**src/rtl/sync_fifo_mem_if.sv**
```systemverilog
// Handshake/status bundle for sync_fifo_mem: the producer/consumer side drives
// through master, the FIFO itself connects through slave.
interface sync_fifo_mem_if #(
    parameter int unsigned DATA_W = 16,
    parameter int unsigned ADDR_W = 7
);
    logic [DATA_W-1:0] wrt_data;
    logic              wrt_en;
    logic              rd_en;
    logic              err_clr;
    logic [DATA_W-1:0] rd_data;
    logic              rd_valid;
    logic              full;
    logic              empty;
    logic              almost_full;
    logic              almost_empty;
    logic [ADDR_W:0]   count;
    logic              overflow;
    logic              underflow;

    modport master (
        output wrt_data, wrt_en, rd_en, err_clr,
        input  rd_data, rd_valid, full, empty, almost_full, almost_empty,
               count, overflow, underflow
    );

    modport slave (
        input  wrt_data, wrt_en, rd_en, err_clr,
        output rd_data, rd_valid, full, empty, almost_full, almost_empty,
               count, overflow, underflow
    );
endinterface

```
**src/rtl/sync_fifo_mem.sv**
```systemverilog
// Single-clock FIFO over a 2^ADDR_W x DATA_W array: registered read data with a
// valid strobe, count-decoded status flags and sticky overflow/underflow flags.
module sync_fifo_mem #(
    parameter int unsigned DATA_W   = 16,
    parameter int unsigned ADDR_W   = 7,
    parameter int unsigned AF_LEVEL = 120,
    parameter int unsigned AE_LEVEL = 8
) (
    input logic            clk,
    input logic            rst_n,
    sync_fifo_mem_if.slave bus
);
    localparam int unsigned DEPTH = 1 << ADDR_W;
    localparam logic [ADDR_W:0]   CNT_FULL = {1'b1, {ADDR_W{1'b0}}};
    localparam logic [ADDR_W:0]   CNT_ONE  = {{ADDR_W{1'b0}}, 1'b1};
    localparam logic [ADDR_W-1:0] PTR_ONE  = CNT_ONE[ADDR_W-1:0];

    logic [DATA_W-1:0] mem [DEPTH];
    logic [ADDR_W-1:0] wr_ptr;
    logic [ADDR_W-1:0] rd_ptr;
    logic [ADDR_W:0]   count_q;
    logic [DATA_W-1:0] rd_data_q;
    logic              rd_valid_q;
    logic              overflow_q;
    logic              underflow_q;
    logic              full_w;
    logic              empty_w;
    logic              wr_acc;
    logic              rd_acc;

    // Flags decode the registered count, so accepts see only pre-edge state.
    always_comb begin
        full_w  = (count_q == CNT_FULL);
        empty_w = (count_q == '0);
        wr_acc  = bus.wrt_en & ~full_w;
        rd_acc  = bus.rd_en & ~empty_w;
    end

    always_ff @(posedge clk) begin
        if (rst_n && wr_acc) begin
            mem[wr_ptr] <= bus.wrt_data;
        end
    end

    always_ff @(posedge clk) begin
        if (!rst_n) begin
            wr_ptr      <= '0;
            rd_ptr      <= '0;
            count_q     <= '0;
            rd_data_q   <= '0;
            rd_valid_q  <= 1'b0;
            overflow_q  <= 1'b0;
            underflow_q <= 1'b0;
        end else begin
            if (wr_acc) begin
                wr_ptr <= wr_ptr + PTR_ONE;
            end
            if (rd_acc) begin
                rd_ptr    <= rd_ptr + PTR_ONE;
                rd_data_q <= mem[rd_ptr];
            end
            rd_valid_q <= rd_acc;

            case ({wr_acc, rd_acc})
                2'b10:   count_q <= count_q + CNT_ONE;
                2'b01:   count_q <= count_q - CNT_ONE;
                default: count_q <= count_q;
            endcase

            // A new error event wins over a clear in the same cycle.
            if (bus.wrt_en && full_w) begin
                overflow_q <= 1'b1;
            end else if (bus.err_clr) begin
                overflow_q <= 1'b0;
            end
            if (bus.rd_en && empty_w) begin
                underflow_q <= 1'b1;
            end else if (bus.err_clr) begin
                underflow_q <= 1'b0;
            end
        end
    end

    assign bus.rd_data      = rd_data_q;
    assign bus.rd_valid     = rd_valid_q;
    assign bus.count        = count_q;
    assign bus.full         = full_w;
    assign bus.empty        = empty_w;
    assign bus.almost_full  = (32'(count_q) >= AF_LEVEL);
    assign bus.almost_empty = (32'(count_q) <= AE_LEVEL);
    assign bus.overflow     = overflow_q;
    assign bus.underflow    = underflow_q;
endmodule
```
**src/flat_wrapper.sv**
```systemverilog
// flat-port wrapper written by rule: the top's interface ports become plain ports
module sync_fifo_mem_flat 
#(
    parameter int unsigned DATA_W   = 16,
    parameter int unsigned ADDR_W   = 7,
    parameter int unsigned AF_LEVEL = 120,
    parameter int unsigned AE_LEVEL = 8
)
  (clk, rst_n, bus_wrt_data, bus_wrt_en, bus_rd_en, bus_err_clr, bus_rd_data, bus_rd_valid, bus_full, bus_empty, bus_almost_full, bus_almost_empty, bus_count, bus_overflow, bus_underflow);
  sync_fifo_mem_if #(.DATA_W(DATA_W), .ADDR_W(ADDR_W)) bus_i ();
  input logic clk;
  input logic rst_n;
  input wire logic [$bits(bus_i.wrt_data)-1:0] bus_wrt_data;
  input wire logic [$bits(bus_i.wrt_en)-1:0] bus_wrt_en;
  input wire logic [$bits(bus_i.rd_en)-1:0] bus_rd_en;
  input wire logic [$bits(bus_i.err_clr)-1:0] bus_err_clr;
  output wire logic [$bits(bus_i.rd_data)-1:0] bus_rd_data;
  output wire logic [$bits(bus_i.rd_valid)-1:0] bus_rd_valid;
  output wire logic [$bits(bus_i.full)-1:0] bus_full;
  output wire logic [$bits(bus_i.empty)-1:0] bus_empty;
  output wire logic [$bits(bus_i.almost_full)-1:0] bus_almost_full;
  output wire logic [$bits(bus_i.almost_empty)-1:0] bus_almost_empty;
  output wire logic [$bits(bus_i.count)-1:0] bus_count;
  output wire logic [$bits(bus_i.overflow)-1:0] bus_overflow;
  output wire logic [$bits(bus_i.underflow)-1:0] bus_underflow;
  assign bus_i.wrt_data = bus_wrt_data;
  assign bus_i.wrt_en = bus_wrt_en;
  assign bus_i.rd_en = bus_rd_en;
  assign bus_i.err_clr = bus_err_clr;
  assign bus_rd_data = bus_i.rd_data;
  assign bus_rd_valid = bus_i.rd_valid;
  assign bus_full = bus_i.full;
  assign bus_empty = bus_i.empty;
  assign bus_almost_full = bus_i.almost_full;
  assign bus_almost_empty = bus_i.almost_empty;
  assign bus_count = bus_i.count;
  assign bus_overflow = bus_i.overflow;
  assign bus_underflow = bus_i.underflow;
  sync_fifo_mem #(.DATA_W(DATA_W), .ADDR_W(ADDR_W), .AF_LEVEL(AF_LEVEL), .AE_LEVEL(AE_LEVEL)) u_core (.clk(clk), .rst_n(rst_n), .bus(bus_i));
endmodule
```
**config.mk**
```make
export PLATFORM = sky130hd
export DESIGN_NAME = sync_fifo_mem_flat
export DESIGN_NICKNAME = d
export VERILOG_FILES = /design/src/rtl/sync_fifo_mem_if.sv /design/src/rtl/sync_fifo_mem.sv /design/src/flat_wrapper.sv
export SDC_FILE = /design/constraint.sdc
export NUM_CORES = 2
export LEC_CHECK = 0
export CELL_PAD_IN_SITES_DETAIL_PLACEMENT = 1
export CELL_PAD_IN_SITES_GLOBAL_PLACEMENT = 2
export CORE_MARGIN = 2
export CORE_UTILIZATION = 50
export CTS_CLUSTER_DIAMETER = 50
export DETAILED_ROUTE_END_ITERATION = 12
export GPL_ROUTABILITY_DRIVEN = 1
export PLACE_DENSITY = 0.85
export SLEW_MARGIN = 10
export SYNTH_ARGS = -nofsm -noshare
export SYNTH_HDL_FRONTEND = slang
export SYNTH_SLANG_ARGS = --single-unit
```
**constraint.sdc**
```tcl
create_clock -name clk -period 4.1 [get_ports clk]
set_clock_uncertainty 0.05 [all_clocks]
set_input_delay 0.41 -clock clk [delete_from_list [all_inputs] [get_ports clk]]
set_output_delay 0.41 -clock clk [all_outputs]
set_load 0.01 [all_outputs]
```
Word level (Yosys, flattened, before mapping). Memories as Yosys holds them, arrays and structs flattened. A register that Yosys moved wholly into a read port is not among the register bits. Index checks and enable logic that the tools add are counted.

Multiplexer cells: 6. Multipliers: 0. $lt $le $gt $ge: 2. Div/mod/pow operators: 0. Reductions and logical operators: 8. Bitwise gates (word level): 4. Shift-type cells: 0. Eq/ne operators: 3. Add/subtract/negate cells: 4.

Operators by type and width (number): $pmux W8 S2 (1); $add A7 B1 Y7 const B (2); $add A8 B1 Y8 const B (1); $eq A8 B8 Y1 const B (1); $ge A8 B7 Y1 const B (1); $le A8 B4 Y1 const B (1); $logic_not A8 Y1 (1); $sub A8 B1 Y8 const B (1); $reduce_bool A2 Y1 (3); $mux W1 (5); $logic_and A1 B1 Y1 (3); $and A1 B1 Y1 (2); $eq A2 B1 Y1 const B (1); $eq A2 B2 Y1 const B (1); $not A1 Y1 (2); $logic_not A1 Y1 (1).

Register bits: 25. Latch bits: 0. Memory bits (writable): 2048. Memory bits (read-only): 0. Memories kept: 1. Word-level logic and storage cells: 34.

Memories: u_core.mem (words 128, width 16, read ports 1, clocked after memory_dff 1, write ports 1, line sync_fifo_mem.sv:18) `logic [DATA_W-1:0] mem [DEPTH];`.

Longest topological paths before layout.
Word-level depth: 6. Depth in mapped cells: 15. Gate-level depth less buffers: 14.

Worst setup path after synthesis. OpenSTA, ideal clock, no wires.

Path type: reg2reg. Start point: register u_core.count_q[0], in the netlist u_core.bus.count[0]. End point: register u_core.count_q[7], in the netlist u_core.bus.count[7]. Arrival time: 3.335 ns. Stages on the path, launching flop included: 14. Library setup time: 0.072 ns. Clock period less this slack: 3.457 ns. Path slack: 0.643 ns. Buffers on the path: 2. Required time: 3.978 ns. Path through: dfxtp_1 -> nor4_1 -> a21boi_0 -> clkbuf_1 -> clkbuf_1 -> ha_1 -> ha_1 -> a21o_1 -> a21oi_1 -> o21ai_0 -> a2111oi_0 -> nor3_1 -> mux2i_1 -> mux2i_1.

Longest elaborated chain between the ends: 5. Elaborated cells on any way between the ends: 12. Classes of those cells: 2 x add/sub; 3 x eq/ne; 1 x mux; 4 x bitwise; 2 x reduce/logical.

Ends and longest elaborated chain: start: declaration (line sync_fifo_mem.sv:21) `logic [ADDR_W:0] count_q;`; start signal: assignment (line sync_fifo_mem.sv:65) `2'b10: count_q <= count_q + CNT_ONE;`; start signal: assignment (line sync_fifo_mem.sv:66) `2'b01: count_q <= count_q - CNT_ONE;`; start signal: assignment (line sync_fifo_mem.sv:67) `default: count_q <= count_q;`; $logic_not A8 Y1 (*) (line sync_fifo_mem.sv:34) `empty_w = (count_q == '0);`; $not A1 Y1 (*) (line sync_fifo_mem.sv:36) `rd_acc = bus.rd_en & ~empty_w;`; $and A1 B1 Y1 (*) (line sync_fifo_mem.sv:36); named net u_core.rd_acc (line sync_fifo_mem.sv:29) `logic rd_acc;`; $eq A2 B1 Y1 / $eq A2 B2 Y1 (equally long branches) (line sync_fifo_mem.sv:64) `case ({wr_acc, rd_acc})`; $pmux W8 S2 / $reduce_bool A2 Y1 (equally long branches).

Mark *: on every way through the listed nets, which the timed path passes. The rest lies on a longest branch. A chain may end at the register's enable or synchronous reset.

Worst setup path after layout.
Start point: register u_core.count_q[0], in the netlist u_core.bus.count[0]. End point: register u_core.count_q[7], in the netlist u_core.bus.count[7].

Longest elaborated chain between the ends: 5. Elaborated cells on any way between the ends: 12. Classes of those cells: 2 x add/sub; 3 x eq/ne; 1 x mux; 4 x bitwise; 2 x reduce/logical.

Ends and longest elaborated chain: branches (longest 5 deep; another with $sub A8 B1 Y8).

Parallel ways; which one is timed is not known.

==> metrics.yaml <==
run_status: "finished clean"
grt_pass1_wl_um: 328900
r2r_start: "u_core.bus.count[0]$_SDFFE_PN0P_"
finalCriticalPeriod_ns: 3.626
ctsResizeCount: 0
drt-total-wl_um: 230000
drt_iter0_drc: 6442
cp.buffers_inverters: 2
drv_slew: 0
reg2regPathDepth: 14
syn_nets: 3783
drv_cap: 0
cts_hold_repair.buffers: 5
combPwrFrac: 0.162
r2r_end: "u_core.bus.count[7]$_SDFFE_PN0P_"
worstSkewPairLatency_ns: 0.86
ys_seq_area_frac: 0.7715
synth_area_um2: 80780
slowest_stage: "a2111oi_0"
synth_top_area_share: 0.7613
muxShareOfSynthArea: 0.1613
post_drt_via_cell_ratio: 6.519
syn_inst: 3752
fin_crit_sh: 0.8844
num_rows: 147
critPathMaxStageDelay_ns: 0.52
htreeDepth: 4
synth_warnings: 0
cp.arrival_ns: 4.37
power_frac_seq: 0.471
hold_viol_final: 0
io_pins: 52
start_util: 0.5031
antenna_found_initial: 10
synth_xor_area_frac: 0.001409
critPathLaunchType: "flop"
finalPower_mw: 50.77
r2r_setup_slack_ns: 0.47
io_buffers: 51
min_path_cells: 1
post_cts_buffers: 0
cts_sinks: 2089
ant_nets: 0
synth_edf_count: 2048
vias: 42181
crit_family: "compound AO/OA/AOI/OAI gates"
setup-violations-final: 0
worstHoldPathType: "input port to flop"
grt_max_degree: 98
holdCritStartpoint: "bus_wrt_data[3]"
first_pass_iters: 6
place_ws_ns: 0.5114
synth.most_common_cell: "edfxtp_1"
rsz0062_at_grt: "false"
grt.total_usage: 0.2833
power.share.clock: 0.366
synth_top_family_by_area: "multiplexers"
ys.flop_type: "edfxtp_1"
fin_nets: 4155
yosysTopAreaCell: "edfxtp_1"
crit_required_ns: 4.84
internal_power_mw: 37.60
synth_commonest_cells: "edfxtp_1 (2048), mux4_2 (475), mux2i_1 (217)"
clockBufferDepth: 3
area_delta_synth_final_pct: 14.26
slew_headroom: 0.1378
drive_gt1_frac: 0.2625
synth_compound_area_frac: 0.02560
fp.dieArea_um2: 164800
setup_ws_ns: 0.4740
fmaxAchievable_mhz: 275.8
fin_setup_tns_ns: 0
synthAdderAreaFrac: 0.001642
postSynthAreaPerCell_um2: 21.53
path_cells: "nor4_1 > buf_4 > nand3_1 > and2_1 > inv_1 > ha_1 > ha_1 > a21o_1 > a21oi_1 > o21ai_0 > a2111oi_0 > nor3_1 > mux2i_1 > mux2i_1"
grt-ovfl-total: 0
synth_area_leaders: "edfxtp_1 (76%), mux4_2 (13%), mux2i_1 (2.7%), dfxtp_1 (1.0%), nor2_1 (0.91%)"
endpoint_kind: "flop"
drc: 0
routabilityCongestion: 0.9336
worst_hold_slack_ns: 0.06295
power_switching_share: 0.2594
core-area_um2: 160600
cts_root_buffer: "clkbuf_16"
worst_slew_pin_slew_ns: 1.293
grt_pass1_vias: 43661
fin_util: 0.5748
dieHeight_um: 405.9
synth-simple-area-share: 0.02336
ys_async_sr_fraction: 0
cts_tree: "yes"
dp_hpwl_um: 141000
p_per_area_nw_per_um2: 550.0
synth_cell_types: 55
p_leak_nw: 28.10
ir_worst_vdd_mv: 0.4824
min_to: "u_core.mem[40][3]$_DFFE_PP_"
routedWlPerCell_um: 35.54
clk_pin_slew_worst_paths_ns: 0.06
cp_max_fo: 8
die_w_um: 405.9
path_class: "flop to flop"
power.switching_mw: 13.17
cts_buffers: 209
ys_ff_latch: 2089
[worst max path at each step]
stage | from | end | slack (ns) | depth (start not counted)
6_report | u_core.bus.count[0]$_SDFFE_PN0P_ | u_core.bus.count[7]$_SDFFE_PN0P_ | 0.47 | 14
5_1_grt | u_core.bus.count[0]$_SDFFE_PN0P_ | u_core.bus.count[7]$_SDFFE_PN0P_ | 0.06 | 14
3_3_place_gp | u_core.bus.count[0]$_SDFFE_PN0P_ | u_core.bus.count[7]$_SDFFE_PN0P_ | 0.57 | 14
2_1_floorplan | u_core.bus.count[0]$_SDFFE_PN0P_ | u_core.bus.count[7]$_SDFFE_PN0P_ | 0.64 | 13
4_1_cts | u_core.bus.count[0]$_SDFFE_PN0P_ | u_core.bus.count[7]$_SDFFE_PN0P_ | 0.47 | 14
3_5_place_dp | u_core.bus.count[0]$_SDFFE_PN0P_ | u_core.bus.count[7]$_SDFFE_PN0P_ | 0.51 | 14
[flip-flops by register name, indices dropped and copies added, names as in the netlist]
| signal | cells |
|---|---|
| u_core.mem | 2048 |
| u_core.bus.rd_data | 16 |
| u_core.bus.count | 8 |
| u_core.rd_ptr | 7 |
| u_core.wr_ptr | 7 |
| u_core.bus.overflow | 1 |
| u_core.bus.rd_valid | 1 |
| u_core.bus.underflow | 1 |
[cells in the final DEF (no fill, tap or decap), drive strengths merged, types with 8 or more instances in the layout]
master            n
clkdlybuf4s50    35
inv              22
buf             333
ha                9
nand2            72
a21oi            40
o22ai            30
a311oi            8
a211oi           45
a2111oi          13
edfxtp         2048
bufinv           12
nand3            22
mux2i           217
o21ai            44
a22oi            36
dfxtp            41
xnor2             9
nor2            196
and2             25
nor4             11
a221oi           10
clkinv          106
o221ai           27
nor2b            39
nor3             30
mux2             14
mux4            475
clkbuf          254
[power groups by stage]
stage                     registers, mW  clock network [mW]  logic [mW]
after floorplan                    24.2                   0        5.17
final                              23.9                18.6        8.23
after global routing               23.9                19.5        8.67
after CTS                          23.9                18.8        8.25
after global placement             24.3                   0        7.98
after detailed placement           24.4                   0        8.15
[cell type report]
type                            count  area, µm²
Antenna cell                        6      15.01
Clock buffer                      254       5430
Clock inverter                    137       1235
Timing Repair Buffer              373       3288
Tap cell                         2160       2703
Inverter                           10      37.54
Sequential cell                  2089      62340
Multi-Input combinational cell   1441      17250
Fill cell                       13609      68270
[stage by stage]
step                      cell area, µm²  instances
after floorplan                    80780       3752
after global placement             85570       6068
after detailed placement           85570       6068
after CTS                          92290       6464
after global routing               92290       6464
final                              92300       6470
[metal layers]
metal  vias to the layer above  part of all wire  wire length (µm)  track usage
met4                         4             0.044             10180       0.1204
met5                         -           0.00010                23            0
met3                       475             0.098             22520      0.06020
met2                      2603              0.48            110900       0.4464
li1                      16480                 -                 -            -
met1                     22619              0.38             86300       0.3866
[logic make-up (layout without fill, tap and decap cells)]
group | count (synthesis) | in the layout
multiplexers | 706 | 706
AND/OR/NAND/NOR | 418 | 418
other | 0 | 6
flip-flops | 2089 | 2089
adder cells (fa/ha/maj) | 10 | 10
buffers and inverters | 222 | 774
XOR/XNOR | 13 | 13
AO/OA/AOI/OAI | 294 | 294
Power figures use the tool's default switching activity.
